<file path="src/rtl/mm_controller.sv">
`default_nettype none
// ============================================================================
// Module   : mm_controller
// Purpose  : Address and strobe sequencer for the data_path MAC computing
//            C[MxP] = A[MxN] x B[NxP] from row-major synchronous memories.
// Revision : 1.0 - initial release
// ============================================================================
module mm_controller #(
  parameter int M          = 2,
  parameter int N          = 2,
  parameter int P          = 2,
  parameter int ADDR_WIDTH = 8
) (
  input  logic                  clk,
  input  logic                  reset,
  input  logic                  start,
  input  logic                  resultIsInvalid,
  output logic [ADDR_WIDTH-1:0] addr_A,
  output logic [ADDR_WIDTH-1:0] addr_B,
  output logic                  en_Mux,
  output logic                  en_PPReg,
  output logic                  en_FDReg,
  output logic [ADDR_WIDTH-1:0] addr_C,
  output logic                  writeEn_C,
  output logic                  busy,
  output logic                  done,
  output logic                  error
);

  localparam logic [1:0] S_IDLE  = 2'd0;
  localparam logic [1:0] S_ISSUE = 2'd1;
  localparam logic [1:0] S_DRAIN = 2'd2;
  localparam logic [1:0] S_DONE  = 2'd3;

  localparam logic [ADDR_WIDTH-1:0] c_one    = ADDR_WIDTH'(1);
  localparam logic [ADDR_WIDTH-1:0] c_n      = ADDR_WIDTH'(N);
  localparam logic [ADDR_WIDTH-1:0] c_p      = ADDR_WIDTH'(P);
  localparam logic [ADDR_WIDTH-1:0] c_m_last = ADDR_WIDTH'(M - 1);
  localparam logic [ADDR_WIDTH-1:0] c_n_last = ADDR_WIDTH'(N - 1);
  localparam logic [ADDR_WIDTH-1:0] c_p_last = ADDR_WIDTH'(P - 1);

  logic [1:0]            r_state;
  logic [1:0]            w_next_state;
  logic [ADDR_WIDTH-1:0] r_i, r_j, r_k;
  logic [ADDR_WIDTH-1:0] w_i_nxt, w_j_nxt, w_k_nxt;
  logic                  w_last_i, w_last_j, w_last_k, w_last;
  logic                  r_drain;
  logic [ADDR_WIDTH-1:0] r_addr_c_pipe;

  logic                  w_accept, w_advance;
  logic [ADDR_WIDTH-1:0] w_addr_a_d, w_addr_b_d, w_addr_c_pipe_d;
  logic                  w_en_pp_d, w_en_mux_d, w_en_fd_d;
  logic                  w_busy_d, w_done_d, w_error_d;

  always_ff @(posedge clk) begin
    if (reset) r_state <= S_IDLE;
    else       r_state <= w_next_state;
  end

  always_comb begin
    w_next_state = r_state;
    case (r_state)
      S_IDLE:  if (start)   w_next_state = S_ISSUE;
      S_ISSUE: if (w_last)  w_next_state = S_DRAIN;
      S_DRAIN: if (r_drain) w_next_state = S_DONE;
      S_DONE:               w_next_state = S_IDLE;
      default:              w_next_state = S_IDLE;
    endcase
  end

  // (i,j,k) is the triple whose address is currently on addr_A/addr_B; k fastest
  always_comb begin
    w_last_k = (r_k == c_n_last);
    w_last_j = (r_j == c_p_last);
    w_last_i = (r_i == c_m_last);
    w_last   = w_last_i && w_last_j && w_last_k;
    w_k_nxt  = w_last_k ? '0 : r_k + c_one;
    w_j_nxt  = !w_last_k ? r_j : (w_last_j ? '0 : r_j + c_one);
    w_i_nxt  = !(w_last_k && w_last_j) ? r_i : (w_last_i ? '0 : r_i + c_one);
  end

  always_comb begin
    w_accept  = (r_state == S_IDLE) && start;
    w_advance = (r_state == S_ISSUE) && !w_last;
    w_addr_a_d = addr_A;
    w_addr_b_d = addr_B;
    if (w_accept) begin
      w_addr_a_d = '0;
      w_addr_b_d = '0;
    end else if (w_advance) begin
      w_addr_a_d = w_i_nxt * c_n + w_k_nxt;
      w_addr_b_d = w_k_nxt * c_p + w_j_nxt;
    end
    // Strobes trail the address by one cycle to line up with memory read data
    w_en_pp_d       = (r_state == S_ISSUE);
    w_en_mux_d      = w_en_pp_d && (r_k != '0);
    w_en_fd_d       = w_en_pp_d && w_last_k;
    w_addr_c_pipe_d = r_i * c_p + r_j;
    w_busy_d        = (w_next_state == S_ISSUE) || (w_next_state == S_DRAIN);
    w_done_d        = (w_next_state == S_DONE);
    w_error_d       = w_accept ? 1'b0 : (error | (writeEn_C & resultIsInvalid));
  end

  always_ff @(posedge clk) begin
    if (reset) begin
      r_i           <= '0;
      r_j           <= '0;
      r_k           <= '0;
      r_drain       <= 1'b0;
      r_addr_c_pipe <= '0;
      addr_A        <= '0;
      addr_B        <= '0;
      addr_C        <= '0;
      en_PPReg      <= 1'b0;
      en_Mux        <= 1'b0;
      en_FDReg      <= 1'b0;
      writeEn_C     <= 1'b0;
      busy          <= 1'b0;
      done          <= 1'b0;
      error         <= 1'b0;
    end else begin
      if (w_accept) begin
        r_i <= '0;
        r_j <= '0;
        r_k <= '0;
      end else if (r_state == S_ISSUE) begin
        r_i <= w_i_nxt;
        r_j <= w_j_nxt;
        r_k <= w_k_nxt;
      end
      r_drain       <= (r_state == S_DRAIN) && !r_drain;
      addr_A        <= w_addr_a_d;
      addr_B        <= w_addr_b_d;
      en_PPReg      <= w_en_pp_d;
      en_Mux        <= w_en_mux_d;
      en_FDReg      <= w_en_fd_d;
      r_addr_c_pipe <= w_addr_c_pipe_d;
      writeEn_C     <= en_FDReg;
      if (en_FDReg) addr_C <= r_addr_c_pipe;
      busy          <= w_busy_d;
      done          <= w_done_d;
      error         <= w_error_d;
    end
  end

endmodule
`default_nettype wire

</file>
<file path="config.mk">
export PLATFORM = sky130hd
export DESIGN_NAME = mm_controller
export DESIGN_NICKNAME = d
export VERILOG_FILES = /design/src/rtl/mm_controller.sv
export SDC_FILE = /design/constraint.sdc
export NUM_CORES = 1
export LEC_CHECK = 0
export ABC_AREA = 1
export ABC_CLOCK_PERIOD_IN_PS = 7300
export BUFFER_PORTS_ARGS = -buffer_cell sky130_fd_sc_hd__buf_2
export CAP_MARGIN = 10
export CORE_AREA = 2 2 86 88
export CTS_CLUSTER_SIZE = 24
export DETAILED_ROUTE_END_ITERATION = 6
export DIE_AREA = 0 0 88 90
export PLACE_DENSITY = 0.68
export SYNTH_ARGS = -nofsm -noshare
export SYNTH_HDL_FRONTEND = slang
export SYNTH_SLANG_ARGS = --single-unit
</file>
<file path="constraint.sdc">
create_clock -name clk -period 7.3 [get_ports clk]
set_input_delay 1.095 -clock clk [delete_from_list [all_inputs] [get_ports clk]]
set_output_delay 1.095 -clock clk [all_outputs]
set_load 0.02 [all_outputs]
</file>
Yosys cells after proc, flatten, opt, wreduce, memory -nomap -nowiden
Cells that the tools add are included.
Word-level totals
  flip-flop bits (word level): 66
  word-level logic and storage cells: 58
Operators by class
  eq/ne operators: 9
  mux-type cells: 9
  bitwise logic cells: 2
  $add $sub $neg: 6
  reductions and logical operators: 15
Operator list (count)
  8-bit two-way mux: 4
  8-bit by 1-bit adder with 8-bit output, second input constant: 3
  8-bit adder: 3
  8-bit by 1-bit == test with 1-bit output, second input constant: 3
  2-bit == test, second input constant: 4
  1-bit logical AND: 8
  2-bit case mux with 4 select lines: 1
  8-bit nonzero test: 1
  7-bit two-way mux: 1
  2-bit two-way mux: 3
  2-bit by 1-bit == test with 1-bit output, second input constant: 2
  1-bit logical NOT: 2
  2-bit logical NOT: 1
  2-bit AND reduction: 1
  2-bit OR reduction: 1
  1-bit AND: 1
  1-bit logical OR: 1
  1-bit OR: 1

Longest topological paths before layout
  depth in word-level cells: 7
  gate-level depth with buffers: 23
  mapped depth without buffers: 22

Least setup slack after synthesis
OpenSTA, ideal clock, no wires.
  path kind: register to register
  start: register r_k[0]
  end: register addr_A[7]
  stages on the path, launching flop included: 22
  required time: 7191 ps
  library setup time: 109 ps
  data arrival time: 2372 ps
  setup slack: 4819 ps
  clock period less this slack: 2481 ps
  path through: dfxtp_1 ha_1 nand3_2 nor2_4 nand2_4 inv_4 buf_6 nand2_1 o21ai_0 ha_1 inv_1 fa_1 inv_1 nand4_1 nand3_1 inv_1 nand2_1 nand2_1 nand2_1 nand3_1 nand2_1 inv_1
Between the ends
  word-level cells in the longest chain between the ends: 4
  elaborated cells on any way between the ends: 9
  classes of those cells: add/sub: 2; eq/ne: 1; mux: 2; reduce/logical: 4
Ends and longest elaborated chain
  start, declared: RTL line 44  | logic [ADDR_WIDTH-1:0] r_i, r_j, r_k;
  start signal, assigned: RTL line 129  | r_k <= w_k_nxt;
  8-bit by 1-bit == test with 1-bit output: RTL line 73  | w_last_k = (r_k == c_n_last);
  1-bit logical AND: RTL line 79  | w_i_nxt = !(w_last_k && w_last_j) ? r_i : (w_last_i ? '0 : r_i + c_one);
  7-bit two-way mux: RTL line 79
  net w_i_nxt[0]: RTL line 45  | logic [ADDR_WIDTH-1:0] w_i_nxt, w_j_nxt, w_k_nxt;
  8-bit adder: RTL line 91  | w_addr_a_d = w_i_nxt * c_n + w_k_nxt;
  end signal, assigned: RTL line 132  | addr_A <= w_addr_a_d;
  end, declared: RTL line 18  | output logic [ADDR_WIDTH-1:0] addr_A,
The timed path passes the listed nets, and every way through them passes these cells.
A chain may end at the register's enable or synchronous reset.

Worst setup path in the final report
Ends and elaborated chain as after synthesis.

==> results.py <==
metrics = {
    "synthesis": {
        "yosys-top-cells-count": "79 x nand2_1, 68 x inv_1, 66 x dfxtp_1",
        "synth_area_mm2": 0.00363,
        "avgSynthCellArea_um2": 7.21,
        "yosysTopAreaCellShare_pct": 36.4,
        "synth.distinct_cells": 36,
        "syn-instance-count": 503,
        "async_flop_share_pct": 0,
        "synth.most_common_cell": "nand2_1",
        "ys_seq_area_share_pct": 36.4,
        "synth.area.top_cells": "dfxtp_1 36%, ha_1 9.0%, nand2_1 8.2%",
        "ys.flop_type": "dfxtp_1",
        "ys_seq_elements": 66,
        "yosysTopAreaCell": "dfxtp_1",
        "synth_edf_count": 0,
        "syn-num-nets": 536,
        "ys.warnings.count": 0,
    },
    "routing": {
        "drcViolationCount": 0,
        "ant_nets": 0,
        "routedWlPerCell_um": 12.7,
        "vias_per_cell": 5.09,
        "num_vias": 3250,
        "drt_iter0_drc": 127,
        "dr.pass1.iters": 4,
        "finalWirelength_um": 8100,
    },
    "finish": {
        "fin_util_pct": 58.1,
        "area_growth_syn_to_layout_pct": 12.5,
        "finalNetCount": 567,
        "diodes": 0,
        "drive_above_1_share_pct": 13.0,
    },
    "cts": {
        "tritoncts": "built",
        "cts.hold.buffers_added": 0,
        "clk_pin_slew_ps": 80,
        "clkSinkCount": 66,
        "postCtsSetupRepairBufs": 0,
        "root_buffer": "clkbuf_8",
        "htree_levels": 3,
        "cts_inserted_buffers": 9,
        "clock_latency_ps": 350,
        "clockBufferDepth": 2,
        "cts_resized": 0,
    },
    "status": {
        "status": "complete, no violations",
    },
    "timing": {
        "slew_headroom_pct": 42.8,
        "max_freq_mhz": 334,
        "holdWs_ps": 434,
        "final.setup.tns_ps": 0,
        "period_share_pct": 41.1,
        "grt_setup_unrepaired": "false",
        "skew_ps": 7.47,
        "hold_violations": 0,
        "drv_slew": 0,
        "setup_viol": 0,
        "post-route-min-period_ps": 3000,
        "tightestPinTransition_ps": 858,
    },
    "worst_setup_path": {
        "crit_start": "r_k[0]",
        "crit_type": "reg2reg",
        "worst_ep_arrival_time_ps": 3240,
        "cp-start-kind": "register",
        "end_kind": "register",
        "required_ps": 7550,
        "cp_max_fo": 13,
        "reg2reg_from": "r_k[0]",
    },
    "min_path": {
        "min_from": "r_drain",
        "hold_path_class": "reg2reg",
    },
    "global_route": {
        "grt_max_degree": 37,
        "antenna_found_initial": 0,
        "track_usage_pct": 22.3,
        "grt_pass1_wl_um": 13900,
        "grt-ovfl-total": 0,
        "grt_pass1_vias": 3034,
    },
    "place": {
        "io_buffers": 34,
        "gp_congestion": 0.871,
        "dp_hpwl_um": 6070,
    },
    "floorplan": {
        "core_mm2": 0.00702,
        "start_util_pct": 51.6,
        "core.rowCount": 31,
        "ios": 35,
        "die_h_um": 90,
        "dieArea_mm2": 0.00792,
        "die_w_um": 88,
    },
    "power_and_ir_drop": {
        "leakagePower_nw": 2.06,
        "power.density_mw_per_mm2": 216,
        "ir_drop_uv": 106,
    },
    "flow_run": {
        "max-cap-violations": 0,
    },
}
## layout make-up
type | instances | area, um2
fillers | 664 | 2940
multi-input cells | 348 | 1930
flip-flops and latches | 66 | 1320
inverters | 74 | 283
repair buffers | 35 | 178
clock buffers | 9 | 124
well taps | 99 | 124
clock inverters | 7 | 118
## flip-flops by register name, summed over array words and instances (netlist names)
name / cells
addr_B: 8
addr_A: 8
en_FDReg: 1
r_state: 2
error: 1
busy: 1
addr_C: 8
r_drain: 1
done: 1
writeEn_C: 1
r_addr_c_pipe: 8
en_Mux: 1
r_i: 8
r_j: 8
r_k: 8
en_PPReg: 1
## worst paths after layout
check | to | slack (ps) | cells after the start
setup / recovery | addr_A[7] | 4300 | 20
hold / removal | r_drain | 430 | 1
setup reg to reg | addr_A[7] | 4300 | 20
hold reg to reg | r_drain | 430 | 1
## placed cells by master, fill, tap and decap left out, types with 2 or more instances in the layout
master / instances
dfxtp_1: 66
nor2_1: 58
o21bai_1: 2
nand2_2: 2
xor2_1: 5
nor3_1: 6
bufinv_16: 3
fa_1: 3
xnor2_1: 5
o21ai_1: 8
inv_4: 2
nand4_1: 6
nand2_4: 3
inv_1: 68
nand3_1: 34
buf_2: 34
nand2_1: 79
o21a_1: 2
clkbuf_8: 9
nor2_4: 2
o21ai_0: 48
clkinv_4: 2
nor2_2: 2
clkinv_2: 2
a21oi_1: 48
ha_1: 26
inv_2: 3
## power breakdown
group | switching, mW | leakage [nW] | internal [mW] | total (mW)
Combinational | 0.0779 | 1.40 | 0.0376 | 0.115
Sequential | 0.0140 | 0.537 | 0.376 | 0.390
Clock | 0.147 | 0.123 | 0.227 | 0.373
Total | 0.239 | 2.06 | 0.641 | 0.879
## kinds of logic after synthesis
group | share of synthesized area (%)
compound gates | 16.5
xor+xnor | 2.42
fa+ha+maj | 10.6
buf+inv | 10.3
flops | 36.4
simple gates | 23.7
## per-stage QoR
step | instance area, um2 | total power [mW] | instances | setup WS, ps
after global routing | 4080 | 0.921 | 638 | 4050
after CTS | 4080 | 0.887 | 638 | 4330
after detailed placement | 3840 | 0.514 | 622 | 4150
final | 4080 | 0.879 | 638 | 4300
after floorplan | 3630 | 0.486 | 503 | 4820
after global placement | 3840 | 0.511 | 622 | 4200
## layer usage
layer	vias to the layer above	part of all wire [%]	GRT usage [%]
li1	1707	-	-
met1	1474	46	27.9
met2	55	49	37.9
met3	14	3.1	3.40
met4	0	2.0	8.72
met5	-	0	0
## worst max-delay path, stage by stage, from the launching register on
cell     delay [ps]
dfxtp_1         450
ha_1            200
nand3_2         100
nor2_4          310
nand2_4         120
inv_4           150
nand2_1          60
o21ai_0          90
ha_1            230
inv_1            60
fa_1            410
inv_1            70
nand4_1         100
nand3_1         130
inv_1            50
nand2_1          90
nand2_1          60
nand2_1          50
nand3_1          60
nand2_1          70
inv_1            30
Power figures use the tool's default switching activity.
